### config.mk
export PLATFORM = sky130hd
export DESIGN_NAME = supercar_ctrl
export DESIGN_NICKNAME = d
export VERILOG_FILES = /design/src/rtl/supercar_ctrl.sv
export SDC_FILE = /design/constraint.sdc
export NUM_CORES = 1
export LEC_CHECK = 0
export CORE_UTILIZATION = 30
export CTS_BUF_LIST = sky130_fd_sc_hd__clkbuf_4
export DETAILED_ROUTE_END_ITERATION = 8
export PLACE_DENSITY = 0.49
export SLEW_MARGIN = 20
export SYNTH_ARGS = -nofsm -noshare
export SYNTH_HDL_FRONTEND = slang
export SYNTH_SLANG_ARGS = --single-unit
export TNS_END_PERCENT = 50
### constraint.sdc
create_clock -name clk -period 2.7 [get_ports clk]
set_clock_uncertainty 0.05 [all_clocks]
set_input_delay 0.54 -clock clk [delete_from_list [all_inputs] [get_ports clk]]
set_output_delay 0.54 -clock clk [all_outputs]
set_load 0.01 [all_outputs]
### src/rtl/supercar_ctrl.sv
// supercar_ctrl: bouncing-light sequencer for an N-LED bar.
// Converts raw button levels into one-cycle press events and runs an
// IDLE/RUN/PAUSE machine that steps a dot or comet across the bar
// at one of four speeds.
//
// Ports:
//   clk, rst        clock, async active-high reset
//   btn_start       press: IDLE->RUN, RUN<->PAUSE
//   btn_stop        press: any state -> IDLE (wins over start)
//   btn_faster      press: speed+1, saturating at 3
//   btn_slower      press: speed-1, saturating at 0
//   wide            1 = three-LED comet, 0 = single dot
//   leds            bar pattern
//   running         high while in RUN
//   speed           current speed level 0..3
//   step_pulse      one-cycle pulse after each position update
module supercar_ctrl #(
    parameter int N_LEDS   = 8,
    parameter int BASE_DIV = 4
) (
    input  logic              clk,
    input  logic              rst,
    input  logic              btn_start,
    input  logic              btn_stop,
    input  logic              btn_faster,
    input  logic              btn_slower,
    input  logic              wide,
    output logic [N_LEDS-1:0] leds,
    output logic              running,
    output logic [1:0]        speed,
    output logic              step_pulse
);

    localparam int PW = $clog2(N_LEDS);
    localparam int CW = $clog2(4 * BASE_DIV + 1);
    localparam logic [PW-1:0] LAST = PW'(N_LEDS - 1);

    typedef enum logic [1:0] {
        IDLE  = 2'd0,
        RUN   = 2'd1,
        PAUSE = 2'd2
    } state_t;

    state_t state;
    state_t state_nx;

    // Press detectors: previous sample plus registered event per button.
    logic [3:0] btn_raw;
    logic [3:0] btn_prev;
    logic [3:0] btn_ev;
    logic       ev_start;
    logic       ev_stop;
    logic       ev_faster;
    logic       ev_slower;

    logic [PW-1:0] pos;
    logic          dir_up;
    logic [CW-1:0] count;
    logic [CW-1:0] per_m1;
    logic          tick;
    logic          wide_q;

    logic          clr;
    logic          adv;
    logic          cnt_zero;
    logic [N_LEDS-1:0] dot;

    assign btn_raw   = {btn_slower, btn_faster, btn_stop, btn_start};
    assign ev_start  = btn_ev[0];
    assign ev_stop   = btn_ev[1];
    assign ev_faster = btn_ev[2];
    assign ev_slower = btn_ev[3];

    always_ff @(posedge clk or posedge rst) begin
        if (rst) begin
            btn_prev <= '0;
            btn_ev   <= '0;
        end else begin
            btn_prev <= btn_raw;
            btn_ev   <= btn_raw & ~btn_prev;
        end
    end

    // Period minus one for the current speed.
    always_comb begin
        per_m1 = CW'(BASE_DIV * (4 - int'(speed)) - 1);
    end

    // >= so that a speed-up shrinking the period below count steps at once.
    assign tick = (count >= per_m1);

    // State register
    always_ff @(posedge clk or posedge rst) begin
        if (rst) begin
            state <= IDLE;
        end else begin
            state <= state_nx;
        end
    end

    // Next-state logic
    always_comb begin
        state_nx = state;
        unique case (state)
            IDLE:    if (ev_start) state_nx = RUN;
            RUN:     if (ev_start) state_nx = PAUSE;
            PAUSE:   if (ev_start) state_nx = RUN;
            default: state_nx = IDLE;
        endcase
        if (ev_stop) begin
            state_nx = IDLE;
        end
    end

    // Output / control decode
    always_comb begin
        running  = (state == RUN);
        clr      = 1'b0;
        adv      = 1'b0;
        cnt_zero = 1'b0;
        unique case (state)
            IDLE:    clr = 1'b1;
            RUN:     adv = ~ev_start;
            PAUSE:   cnt_zero = ev_start;
            default: clr = 1'b1;
        endcase
        if (ev_stop) begin
            clr      = 1'b1;
            adv      = 1'b0;
            cnt_zero = 1'b0;
        end

        dot  = {{(N_LEDS-1){1'b0}}, 1'b1} << pos;
        leds = '0;
        if (state != IDLE) begin
            // Shifting drops comet bits that fall off either end.
            leds = wide_q ? (dot | (dot << 1) | (dot >> 1)) : dot;
        end
    end

    // Position, direction, period counter and step pulse
    always_ff @(posedge clk or posedge rst) begin
        if (rst) begin
            pos        <= '0;
            dir_up     <= 1'b1;
            count      <= '0;
            step_pulse <= 1'b0;
        end else begin
            step_pulse <= 1'b0;
            if (clr) begin
                pos    <= '0;
                dir_up <= 1'b1;
                count  <= '0;
            end else if (cnt_zero) begin
                count <= '0;
            end else if (adv) begin
                if (tick) begin
                    count      <= '0;
                    step_pulse <= 1'b1;
                    if (dir_up) begin
                        if (pos == LAST) begin
                            dir_up <= 1'b0;
                            pos    <= pos - PW'(1);
                        end else begin
                            pos <= pos + PW'(1);
                        end
                    end else begin
                        if (pos == '0) begin
                            dir_up <= 1'b1;
                            pos    <= PW'(1);
                        end else begin
                            pos <= pos - PW'(1);
                        end
                    end
                end else begin
                    count <= count + CW'(1);
                end
            end
        end
    end

    // Speed and wide register; simultaneous faster/slower cancel.
    always_ff @(posedge clk or posedge rst) begin
        if (rst) begin
            speed  <= 2'd1;
            wide_q <= 1'b0;
        end else begin
            wide_q <= wide;
            if (ev_faster && !ev_slower && speed != 2'd3) begin
                speed <= speed + 2'd1;
            end else if (ev_slower && !ev_faster && speed != 2'd0) begin
                speed <= speed - 2'd1;
            end
        end
    end

endmodule

Yosys cells after proc, flatten, opt, wreduce, memory -nomap -nowiden
Index checks and enable logic that the tools add are counted.
{"block": "totals", "reg_bits": 23, "out_inout_bits": 12}
{"block": "op_classes", "bitwise": 5, "eq_ne": 7, "order_cmp": 1, "reduce_logical": 18, "n_addsub": 7, "mux": 36, "n_shift": 1}
{"cell": "$mux W3", "n": 7}
{"cell": "$mux W5", "n": 4}
{"cell": "$mux W1", "n": 17}
{"cell": "$mux W8", "n": 2}
{"cell": "$mux W2", "n": 5}
{"cell": "$reduce_bool A2 Y1", "n": 5}
{"cell": "$or A8 B7 Y8", "n": 1}
{"cell": "$or A8 B8 Y8", "n": 1}
{"cell": "$shl A1 B3 Y8 const A", "n": 1}
{"cell": "$ne A3 B1 Y1 const B", "n": 2}
{"cell": "$add A5 B1 Y5 const B", "n": 1}
{"cell": "$ge A5 B5 Y1", "n": 1}
{"cell": "$sub A5 B2 Y5 const B", "n": 1}
{"cell": "$and A4 B4 Y4", "n": 1}
{"cell": "$logic_and A1 B1 Y1", "n": 4}
{"cell": "$ne A2 B2 Y1 const B", "n": 2}
{"cell": "$not A4 Y4", "n": 1}
{"cell": "$pmux W2 S2", "n": 1}
{"cell": "$reduce_or A2 Y1", "n": 2}
{"cell": "$add A3 B1 Y3 const B", "n": 1}
{"cell": "$eq A3 B3 Y1 const B", "n": 1}
{"cell": "$logic_not A3 Y1", "n": 1}
{"cell": "$reduce_and A3 Y1", "n": 1}
{"cell": "$reduce_bool A3 Y1", "n": 1}
{"cell": "10 further kinds", "n": 11}

Logic depth before layout (Yosys ltp)
{"block": "depth", "depth_word": 7, "ltp_mapped": 8}

Least setup slack after synthesis
No wires, ideal clock.
{"block": "synth_path", "path_type": "register -> register", "startpoint": "register speed[0]", "endpoint": "register dir_up", "path_stages_with_launch": 9, "setup_time_ps": 83, "arrival_ps": 2228, "t_required_ps": 2567, "path_buffers": 0, "period_less_slack_ps": 2362, "setup_slack_ps": 338, "cell_sequence": "dfstp_2 inv_1 ha_1 xor2_1 ha_1 a21o_1 a21oi_4 a211oi_1 o32a_1"}
{"block": "synth_between", "elab_chain_cells": 5}
{"item": "start, declared", "line": "30", "text": "output logic [1:0] speed,"}
{"item": "start signal, assigned", "line": "190", "text": "speed <= speed + 2'd1;"}
{"item": "start signal, assigned", "line": "192", "text": "speed <= speed - 2'd1;"}
{"item": "$sub A3 B2 Y3", "line": "86", "text": "per_m1 = CW'(BASE_DIV * (4 - int'(speed)) - 1);"}
{"item": "$sub A5 B2 Y5", "line": "86"}
{"item": "named net per_m1[2]", "line": "59", "text": "logic [CW-1:0] per_m1;"}
{"item": "$ge A5 B5 Y1", "line": "90", "text": "assign tick = (count >= per_m1);"}
{"item": "$reduce_bool A2 Y1 (no source line)"}
{"item": "$reduce_and A3 Y1 (no source line)"}
{"item": "end signal, assigned", "line": "145", "text": "dir_up <= 1'b1;"}
{"item": "end signal, assigned", "line": "152", "text": "dir_up <= 1'b1;"}
{"item": "end signal, assigned", "line": "162", "text": "dir_up <= 1'b0;"}
{"item": "end, declared", "line": "57", "text": "logic dir_up;"}
The timed path passes the listed nets, and every way through them passes these cells.
A chain may end at the register's enable or synchronous reset.

Final worst setup path
{"block": "layout_path", "startpoint": "register pos[1]", "endpoint": "output leds[4]"}
{"block": "layout_between", "elab_chain_cells": 5}
{"item": "start, declared", "line": "56", "text": "logic [PW-1:0] pos;"}
{"item": "start signal, assigned", "line": "163", "text": "pos <= pos - PW'(1);"}
{"item": "start signal, assigned", "line": "165", "text": "pos <= pos + PW'(1);"}
{"item": "start signal, assigned", "line": "172", "text": "pos <= pos - PW'(1);"}
{"item": "$shl A1 B3 Y8 *", "line": "133", "text": "dot = {{(N_LEDS-1){1'b0}}, 1'b1} << pos;"}
{"item": "$or A8 B8 Y8", "line": "137", "text": "leds = wide_q ? (dot | (dot << 1) | (dot >> 1)) : dot;"}
{"item": "$or A8 B7 Y8", "line": "137"}
{"item": "$mux W8 *", "line": "137"}
{"item": "$mux W8 *", "line": "135", "text": "if (state != IDLE) begin"}
{"item": "end, declared", "line": "28", "text": "output logic [N_LEDS-1:0] leds,"}
Every way passes the cells marked *; elsewhere a longest branch is shown, timed or not.

==> results.txt <==
status: finished clean
GP Congestion: 0.773
synthesized flop and latch total: 23
die area: 0.00530 mm^2
TritonCTS Buffers: 3
Site Rows: 25
WS Path Type: register to output port
Filler cells: 478
endpoints failing setup: 0
commonest cells after routing, fill and taps aside: 19 x dfrtp_1, 15 x clkdlybuf4s50_1, 13 x a21oi_1, 13 x nand2_1, 13 x ha_1
RR Startpoint: speed[0]$_DFFE_PP1P_
Initial DRC Count: 74
first-pass GRT wire length: 5330 um
fin util: 0.385
Hold Buf Count CTS: 0
number of global-route vias before repair: 1108
WP data arrival: 1.94 ns
post-synthesis mux area share: 0.0408
R2R Setup Slk: 0.23 ns
Vias/cell: 4.79
Longest Clk Path Bufs: 2
Layout Nets: 201
Max transition margin: 0.593
Starting Density: 0.314
worst-margin pin slew: 0.609 ns
Post-synth top flop: dfrtp_1
Synth Cell Area: 0.00150 mm^2
Register-to-Register Path Depth: 8
Die Y: 72.8 um
Post-synth EDFFs: 0
fin. max-slew vios: 0
Avg Cell Area, Syn: 9.77 um^2
layout overhead on the synthesized area: 22.4%
share of cells above drive strength 1: 0.149
pwr dens: 627 mW/mm^2
vias: 1158
final wirelength: 3010 um
f_max: 396 MHz
WL per Instance: 12.4 um
Hold Path Stages: 1
Gate Count Post-Synth: 154
Pre-Repair DR Iteration Count: 4
complex-gate fraction of the synthesized area: 0.150
CP startpoint: pos[1]$_DFFE_PP0P_
Worst Path Required: 2.11 ns
Cell variety after synth: 36
drt drc: 0
startpoint types: register
RR Endpoint: dir_up$_DFFE_PP1P_
Max-cap violations: 0
Die Span X: 72.8 um
adder-cell share of the synthesized area: 0.150
leakage: 0.834 nW
grt ovf: 0
XOR/XNOR Fraction of Synth Area: 0.0408
Reg clk slew, reported paths: 0.13 ns
TritonCTS clock tree: built
largest net degree at the start of global routing: 18
Core ar.: 0.00479 mm^2
Multi-input gate area: 897 um^2
I/O pin cnt: 19
final hold vios: 0
Worst setup EP type: output port
Yosys warning count: 0
Num Clock Sinks: 23
critical path capture point: leds[4]
period utilization: 0.935
Port Buffers: 18
initial antenna violation count: 0
register cell area after layout: 581 um^2
largest family of logic cells by synthesized area: simple AND/OR/NAND/NOR gates
All-Layer GR Usage: 0.130
hold crit path type: register to register
Synthesized Nets: 179
H-tree depth: 1
antenna-violating nets left: 0
Worst-Skew Late Latency: 0.31 ns
Post-DP HPWL: 2300 um
n_diodes: 0
commonest non-fill, non-tap cell in the layout: dfrtp_1
worst vdd ir: 347 uV
RSZ-0062 raised after global routing: no
sequential share of the synthesized area: 0.384
fin crit period: 2.53 ns
Fin Setup TNS: 0 ns
CP max FO: 5
ys async rst share: 1.00
root buffer cell: clkbuf_4
Synth Area in Simple Gates: 0.194
[metal layers]
metal / part of all wire / GRT usage / wire length, um / vias to the layer above
met5: 0 / 0 / 0 / -
met1: 0.51 / 0.185 / 1520 / 558
met2: 0.46 / 0.202 / 1380 / 23
met4: 0.0060 / 0.0196 / 18 / 0
met3: 0.030 / 0.0331 / 90 / 2
li1: - / - / - / 575
[logic make-up after synthesis]
logic type,count (synthesis)
simple gates,54
compound gates,32
flops,23
fa+ha+maj,18
buf+inv,14
xor+xnor,7
mux,6
[Yosys cell counts (2+ instances only)]
master | instances | area, um^2
nand2_1 | 13 | 48.8
a211oi_1 | 4 | 30.0
inv_1 | 9 | 33.8
nand3_1 | 4 | 20.0
nand2b_1 | 3 | 18.8
nor2b_1 | 8 | 50.1
nor3_1 | 6 | 30.0
nor2_1 | 12 | 45.0
o21ai_0 | 3 | 15.0
o211ai_1 | 2 | 15.0
a31oi_1 | 2 | 12.5
nor3b_1 | 3 | 22.5
dfstp_2 | 2 | 52.6
clkbuf_1 | 3 | 11.3
dfrtp_1 | 21 | 526
mux2i_1 | 5 | 50.1
a21oi_1 | 13 | 65.1
xnor2_1 | 6 | 52.6
ha_1 | 18 | 225
[worst max-delay path: stages, from the launching register on]
cell and delay, ns:
dfrtp_2 0.46, inv_2 0.11, ha_2 0.19, a21oi_1 0.06, a211oi_1 0.23, clkdlybuf4s50_1 0.57
[where the power goes]
part | switching [mW] | total (mW) | internal, mW
Clock | 0.107 | 0.163 | 0.0554
Sequential | 0.0510 | 0.441 | 0.390
Combinational | 0.311 | 0.550 | 0.239
Total | 0.470 | 1.15 | 0.684
[flip-flops by register name, indices dropped and copies added (netlist names)]
signal / flops
state: 2
speed: 2
wide_q: 1
btn_ev: 4
count: 5
step_pulse: 1
pos: 3
btn_prev: 4
dir_up: 1
[repair_timing]
item | in CTS | in global routing
setup endpoints to repair | 5 | 7
resized for setup | 4 | 11
buffers inserted | 0 | 2
[final cells by class]
cell class,instances,share of cell area
clock buffers,3,0.0122
clock inverters,1,0.00272
inverters,9,0.0184
multi-input cells,117,0.487
flip-flops and latches,23,0.315
well taps,67,0.0455
repair buffers,22,0.118
[worst min path at each step]
stage,startpoint,endpoint,slack [ns]
6_report,btn_prev[2]$_DFF_PP0_,btn_ev[2]$_DFF_PP0_,0.35
5_1_grt,btn_prev[3]$_DFF_PP0_,btn_ev[3]$_DFF_PP0_,0.37
4_1_cts,btn_prev[2]$_DFF_PP0_,btn_ev[2]$_DFF_PP0_,0.35
3_5_place_dp,btn_prev[1]$_DFF_PP0_,btn_ev[1]$_DFF_PP0_,0.33
3_3_place_gp,btn_prev[3]$_DFF_PP0_,btn_ev[3]$_DFF_PP0_,0.33
2_1_floorplan,btn_prev[0]$_DFF_PP0_,btn_ev[0]$_DFF_PP0_,0.33
[stage by stage]
stage / area (um^2) / hold slack (ns) / setup WS (ns) / instances / total power [mW]
final: 1840 / 0.351 / 0.175 / 242 / 1.15
after global routing: 1840 / 0.374 / 0.0464 / 242 / 1.26
after CTS: 1800 / 0.352 / 0.00937 / 240 / 1.17
after detailed placement: 1760 / 0.333 / 0.215 / 236 / 1.00
after global placement: 1760 / 0.333 / 0.274 / 236 / 0.980
after floorplan: 1500 / 0.328 / 0.338 / 154 / 0.837
Note: power is estimated with default switching activity, not from simulation.
